**config.mk**
```make
export PLATFORM = sky130hd
export DESIGN_NAME = hazard_stall_unit
export DESIGN_NICKNAME = d
export VERILOG_FILES = /design/src/rtl/hazard_stall_unit_pkg.sv /design/src/rtl/hazard_stall_unit_src_use_decode.sv /design/src/rtl/hazard_stall_unit.sv
export SDC_FILE = /design/constraint.sdc
export NUM_CORES = 1
export LEC_CHECK = 0
export CORE_AREA = 2 2 54 56
export DETAILED_ROUTE_END_ITERATION = 16
export DIE_AREA = 0 0 56 58
export MAX_ROUTING_LAYER = met4
export PLACE_DENSITY = 0.87
export SKIP_CTS_REPAIR_TIMING = 1
export SLEW_MARGIN = 20
export SYNTH_ARGS = -nofsm -noshare
export SYNTH_HDL_FRONTEND = slang
export SYNTH_SLANG_ARGS = --single-unit
```
**constraint.sdc**
```tcl
create_clock -name clk -period 3.6 [get_ports clk]
set_input_delay 0.36 -clock clk [delete_from_list [all_inputs] [get_ports clk]]
set_output_delay 0.36 -clock clk [all_outputs]
set_load 0.05 [all_outputs]
```
**src/rtl/hazard_stall_unit_pkg.sv**
```systemverilog
// Shared constants for the hazard/stall control slice: opcode values,
// controller state encodings and instruction field positions. Imported by
// hazard_stall_unit, src_use_decode and the operand-bypass block.
package hazard_stall_unit_pkg;

  // 5-bit primary opcodes
  localparam logic [4:0] OP_NOP     = 5'h00;
  localparam logic [4:0] OP_LD      = 5'h01;
  localparam logic [4:0] OP_ST      = 5'h02;
  localparam logic [4:0] OP_ALU_RR  = 5'h03;
  localparam logic [4:0] OP_ALU_IMM = 5'h04;
  localparam logic [4:0] OP_BR      = 5'h05;
  localparam logic [4:0] OP_JR      = 5'h06;
  localparam logic [4:0] OP_HALT    = 5'h1F;

  // Instruction field bit positions
  localparam int OPC_HI = 15;
  localparam int OPC_LO = 11;
  localparam int RS_HI  = 10;
  localparam int RS_LO  = 8;
  localparam int RT_HI  = 7;
  localparam int RT_LO  = 5;

  // Stall controller states
  typedef enum logic [1:0] {
    ST_RUN        = 2'd0,
    ST_LOAD_STALL = 2'd1,
    ST_FREEZE     = 2'd2,
    ST_HALTED     = 2'd3
  } state_t;

endpackage

```
**src/rtl/hazard_stall_unit_src_use_decode.sv**
```systemverilog
// src_use_decode: tells which register source fields an opcode actually reads.
// Fields that hold immediates or are unused report 0 so they never produce a
// false dependency hit.
//   i_opcode   : instruction opcode [4:0]
//   o_uses_rs  : Rs field [10:8] is a register source
//   o_uses_rt  : Rt field [7:5] is a register source
module src_use_decode
  import hazard_stall_unit_pkg::*;
(
  input  logic [4:0] i_opcode,
  output logic       o_uses_rs,
  output logic       o_uses_rt
);

  always_comb begin
    o_uses_rs = 1'b0;
    o_uses_rt = 1'b0;
    unique case (i_opcode)
      OP_LD:      o_uses_rs = 1'b1;                 // base address
      OP_ST:      begin o_uses_rs = 1'b1; o_uses_rt = 1'b1; end // base + store data
      OP_ALU_RR:  begin o_uses_rs = 1'b1; o_uses_rt = 1'b1; end
      OP_ALU_IMM: o_uses_rs = 1'b1;                 // [7:5] is immediate
      OP_BR:      begin o_uses_rs = 1'b1; o_uses_rt = 1'b1; end // compare operands
      OP_JR:      o_uses_rs = 1'b1;
      default:    ;                                 // NOP, HALT, undefined
    endcase
  end

endmodule

```
**src/rtl/hazard_stall_unit.sv**
```systemverilog
// hazard_stall_unit: ID-stage control for hazards bypassing cannot cover
// (load-use, data-memory busy, taken-branch squash, halt). Drives PC / IF/ID
// write enables, ID/EX bubble and flush controls, and a saturating counter of
// stall cycles.
//   clk, rst         : clock, synchronous active-high reset
//   ifid_Instr       : instruction in ID (opcode [15:11], Rs [10:8], Rt [7:5])
//   ifid_Valid       : ID holds a real instruction
//   idex_MemRead     : EX instruction is a load
//   idex_RegWriteEn  : EX instruction writes the register file
//   idex_RegD        : EX destination register
//   mem_Stall        : data memory busy
//   branch_taken     : branch/jump resolved taken in EX
//   halt_dec         : ID instruction is HALT
//   pc_WriteEn, ifid_WriteEn, idex_Bubble, ifid_Flush, idex_Flush,
//   pipe_Freeze, halted : Mealy control outputs
//   stall_count      : cycles with pc_WriteEn=0 outside HALTED (saturating)
module hazard_stall_unit
  import hazard_stall_unit_pkg::*;
#(
  parameter int CNT_W = 16
) (
  input  logic             clk,
  input  logic             rst,
  input  logic [15:0]      ifid_Instr,
  input  logic             ifid_Valid,
  input  logic             idex_MemRead,
  input  logic             idex_RegWriteEn,
  input  logic [2:0]       idex_RegD,
  input  logic             mem_Stall,
  input  logic             branch_taken,
  input  logic             halt_dec,
  output logic             pc_WriteEn,
  output logic             ifid_WriteEn,
  output logic             idex_Bubble,
  output logic             ifid_Flush,
  output logic             idex_Flush,
  output logic             pipe_Freeze,
  output logic             halted,
  output logic [CNT_W-1:0] stall_count
);

  state_t           r_state;
  state_t           w_state_nxt;
  logic [CNT_W-1:0] r_stall_count;
  logic             w_uses_rs;
  logic             w_uses_rt;
  logic             w_load_use;
  logic             w_unused_lo;

  // Low instruction bits (destination / immediate) play no part in hazards.
  assign w_unused_lo = ^ifid_Instr[4:0];

  src_use_decode u_src_use_decode (
    .i_opcode  (ifid_Instr[OPC_HI:OPC_LO]),
    .o_uses_rs (w_uses_rs),
    .o_uses_rt (w_uses_rt)
  );

  // All eight registers compare; R0 is an ordinary register here.
  assign w_load_use = ifid_Valid & idex_MemRead & idex_RegWriteEn &
                      ((w_uses_rs & (idex_RegD == ifid_Instr[RS_HI:RS_LO])) |
                       (w_uses_rt & (idex_RegD == ifid_Instr[RT_HI:RT_LO])));

  always_comb begin
    w_state_nxt  = ST_RUN;
    pc_WriteEn   = 1'b1;
    ifid_WriteEn = 1'b1;
    idex_Bubble  = 1'b0;
    ifid_Flush   = 1'b0;
    idex_Flush   = 1'b0;
    pipe_Freeze  = 1'b0;
    halted       = 1'b0;
    if (r_state == ST_HALTED) begin
      w_state_nxt  = ST_HALTED;
      halted       = 1'b1;
      pc_WriteEn   = 1'b0;
      ifid_WriteEn = 1'b0;
      idex_Bubble  = 1'b1;
    end else if (mem_Stall) begin
      w_state_nxt  = ST_FREEZE;
      pipe_Freeze  = 1'b1;
      pc_WriteEn   = 1'b0;
      ifid_WriteEn = 1'b0;
    end else if (branch_taken) begin
      // ID instruction is squashed, so its load-use or halt is irrelevant.
      ifid_Flush   = 1'b1;
      idex_Flush   = 1'b1;
    end else if (w_load_use && (r_state != ST_LOAD_STALL)) begin
      // In LOAD_STALL the load has reached MEM and bypass covers it.
      w_state_nxt  = ST_LOAD_STALL;
      pc_WriteEn   = 1'b0;
      ifid_WriteEn = 1'b0;
      idex_Bubble  = 1'b1;
    end else if (halt_dec) begin
      // HALT itself proceeds into EX; only fetch stops.
      w_state_nxt  = ST_HALTED;
      pc_WriteEn   = 1'b0;
      ifid_WriteEn = 1'b0;
    end
  end

  always_ff @(posedge clk) begin
    if (rst) begin
      r_state       <= ST_RUN;
      r_stall_count <= '0;
    end else begin
      r_state <= w_state_nxt;
      if (!pc_WriteEn && (r_state != ST_HALTED) && (r_stall_count != {CNT_W{1'b1}}))
        r_stall_count <= r_stall_count + 1'b1;
    end
  end

  assign stall_count = r_stall_count;

endmodule

```
==> flow_summary.yaml <==
status:
  outcome: "completed"
min_path:
  min-delay-start: "stall_count[15]"
  hold-path-endpoint: "stall_count[15]"
  hold_class: "flip-flop to flip-flop"
  hold_depth: 2
layout:
  antenna_cells: 0
  fin_nets: 207
  fill_cells: 240
  multi_input_area_um2: 699
  layout.cells.most_common_list: "clkdlybuf4s50_1 (44), dfxtp_1 (18), a21oi_1 (15), nand3_1 (11)"
  design_area_um2: 1590
  area_growth_pct: 42.0
  regArea_um2: 360
  final_util: 0.599
  drive_gt1_frac: 0.0787
  layout_commonest_cell: "clkdlybuf4s50_1"
worst_setup_path:
  criticalPathCategory: "input port to output port"
  cp-start-kind: "input port"
  r2r_setup_slack_ns: 1.34
  r2r_start: "stall_count[0]"
  endpoint_kind: "output port"
  r2r_cells: 7
  critPathMaxFanout: 3
  crit_arrival_ns: 2.53
  cp.required_ns: 3.24
  r2r-end: "stall_count[5]"
synthesis:
  async_reset_ff_frac: 0
  yosysSeqAreaShare: 0.321
  postSynthCellCount: 137
  yosysWarnings: 0
  synth_flop_cell: "dfxtp_1"
  ys_ff_latch: 18
  synth_edf_count: 0
  synth.distinct_cells: 34
  syn_nets: 165
  avgSynthCellArea_um2: 8.19
  synth_area_um2: 1120
pwr:
  p_sw_w: 0.000126
  switching_share: 0.288
  leakage_nw: 0.526
  ir_drop_mv: 0.233
  pwr-share-seq: 0.473
  comb_power_share: 0.235
  internal-power_w: 0.000311
  p_clk_frac: 0.293
  p_per_area_nw_per_um2: 275
route:
  wire_per_inst_um: 14.9
  drc: 0
  dr_wl_met3_um: 241
  routed_wl_um: 3100
  top_layer: "met4"
  met2WireLength_um: 1580
  drtPass1Iterations: 4
  drt_iter0_markers: 32
  antenna_left: 0
  wl_met1_um: 1260
  viasPerCell: 5.98
  vias: 1250
floorplanning:
  die_x_um: 56
  core_area_um2: 2660
  ios: 50
  die_height_um: 58
  rows: 19
  die-area_um2: 3250
  start_util: 0.422
clocking:
  cts_sinks: 18
  cts_buffer_depth: 2
  h-tree-depth: 1
  root_buffer: "clkbuf_4"
  cts_tree: "built"
  clk_latency_ns: 0.30
  clk_pin_slew_ns: 0.11
  numCtsBuffers: 3
timing:
  setup_violations: 0
  drv_slew: 0
  fin_setup_tns_ns: 0
  rsz0062_at_grt: "false"
  max_freq_mhz: 346
  finClkSkew_ns: 0.00458
  worst_pin_slew_ns: 0.769
  relSlewSlack: 0.486
  post-route-period-util: 0.802
  period_needed_ns: 2.89
  hold_viol: 0
grt:
  grt-ovfl-total: 0
  grt_max_degree: 30
  grtUsageTotal: 0.192
  grt_first_pass_wirelength_um: 4910
  antenna_found_initial: 0
  first_global_vias: 1182
placed_design:
  place_area_um2: 1560
  gp_congestion: 0.848
  dp_hpwl_um: 2270
  port_buffers: 44
flow_run:
  drv_cap: 0
cells by family after synthesis:
| logic type | after synthesis | share of synthesized area |
|---|---|---|
| adders and majority gates | 1 | 0.0111 |
| AOI/OAI and AO/OA | 33 | 0.197 |
| and+or+nand+nor | 64 | 0.329 |
| DFF | 18 | 0.321 |
| muxes | 4 | 0.0390 |
| xor gates and xnor gates | 6 | 0.0468 |
| buffers and inverters | 11 | 0.0557 |
final cells by class:
cell class	instances	share of cell area
Sequential cell	18	0.226
Tap cell	31	0.0243
Inverter	3	0.00706
Clock buffer	4	0.0228
Multi-Input combinational cell	108	0.439
Timing Repair Buffer	45	0.281
critical path: stages:
cell and delay (ns):
clkdlybuf4s50_1 0.53, xnor2_1 0.14, nand3_1 0.11, o22ai_2 0.24, nand2_1 0.10, o31ai_1 0.20, clkdlybuf4s50_1 0.84
how the worst max path moves through the flow:
stage,startpoint,end,slack [ns],cells after the start
4_1_cts,idex_RegD[2],idex_Bubble,0.70,7
5_1_grt,idex_RegD[2],idex_Bubble,0.60,7
3_3_place_gp,idex_RegD[0],idex_Bubble,0.75,7
2_1_floorplan,idex_RegD[2],idex_Bubble,1.16,5
6_report,idex_RegD[2],idex_Bubble,0.71,7
3_5_place_dp,idex_RegD[2],idex_Bubble,0.70,7
power groups by stage:
stage	Sequential, W	Clock (W)	Combinational, W
after global routing	0.000207	0.000143	0.000108
after floorplan	0.000219	0	0.0000506
final	0.000207	0.000128	0.000103
after detailed placement	0.000211	0	0.000102
after CTS	0.000207	0.000130	0.000103
after global placement	0.000211	0	0.0000983
flip-flops by register name (all words and copies together), names as in the netlist:
name	cells
r_state	2
stall_count	16
Yosys cell counts (2+ instances only):
cell type   n  area share
a21oi_1    15       0.067
and3_1      4       0.022
buf_2       2      0.0089
buf_4       3       0.020
clkbuf_1    2      0.0067
dfxtp_1    18        0.32
inv_1       3       0.010
mux2_2      3       0.030
nand2_1    10       0.033
nand3_1    11       0.049
nand4_1     2       0.011
nor2_1      6       0.020
nor2b_1     5       0.028
nor3_1      3       0.013
nor3b_1     2       0.013
nor4_1      2       0.011
o21a_1      2       0.013
o21ai_0     3       0.013
o31ai_1    10       0.067
or3_1       4       0.022
or4_1       9       0.060
xnor2_1     6       0.047
routing by layer:
| metal | vias to the layer above | track usage |
|---|---|---|
| met5 | - | - |
| met4 | 0 | 0.0850 |
| met3 | 4 | 0.0402 |
| met2 | 58 | 0.351 |
| met1 | 589 | 0.199 |
| li1 | 599 | - |
metrics by stage:
stage / instances / hold WS [ns] / total power, W / setup WS [ns]
after global placement: 205 / 0.473 / 0.000309 / 0.745
after CTS: 209 / 0.508 / 0.000439 / 0.700
after floorplan: 137 / 0.490 / 0.000269 / 1.16
after global routing: 209 / 0.548 / 0.000458 / 0.597
final: 209 / 0.511 / 0.000438 / 0.711
after detailed placement: 205 / 0.489 / 0.000314 / 0.702
Power figures use the tool's default switching activity.
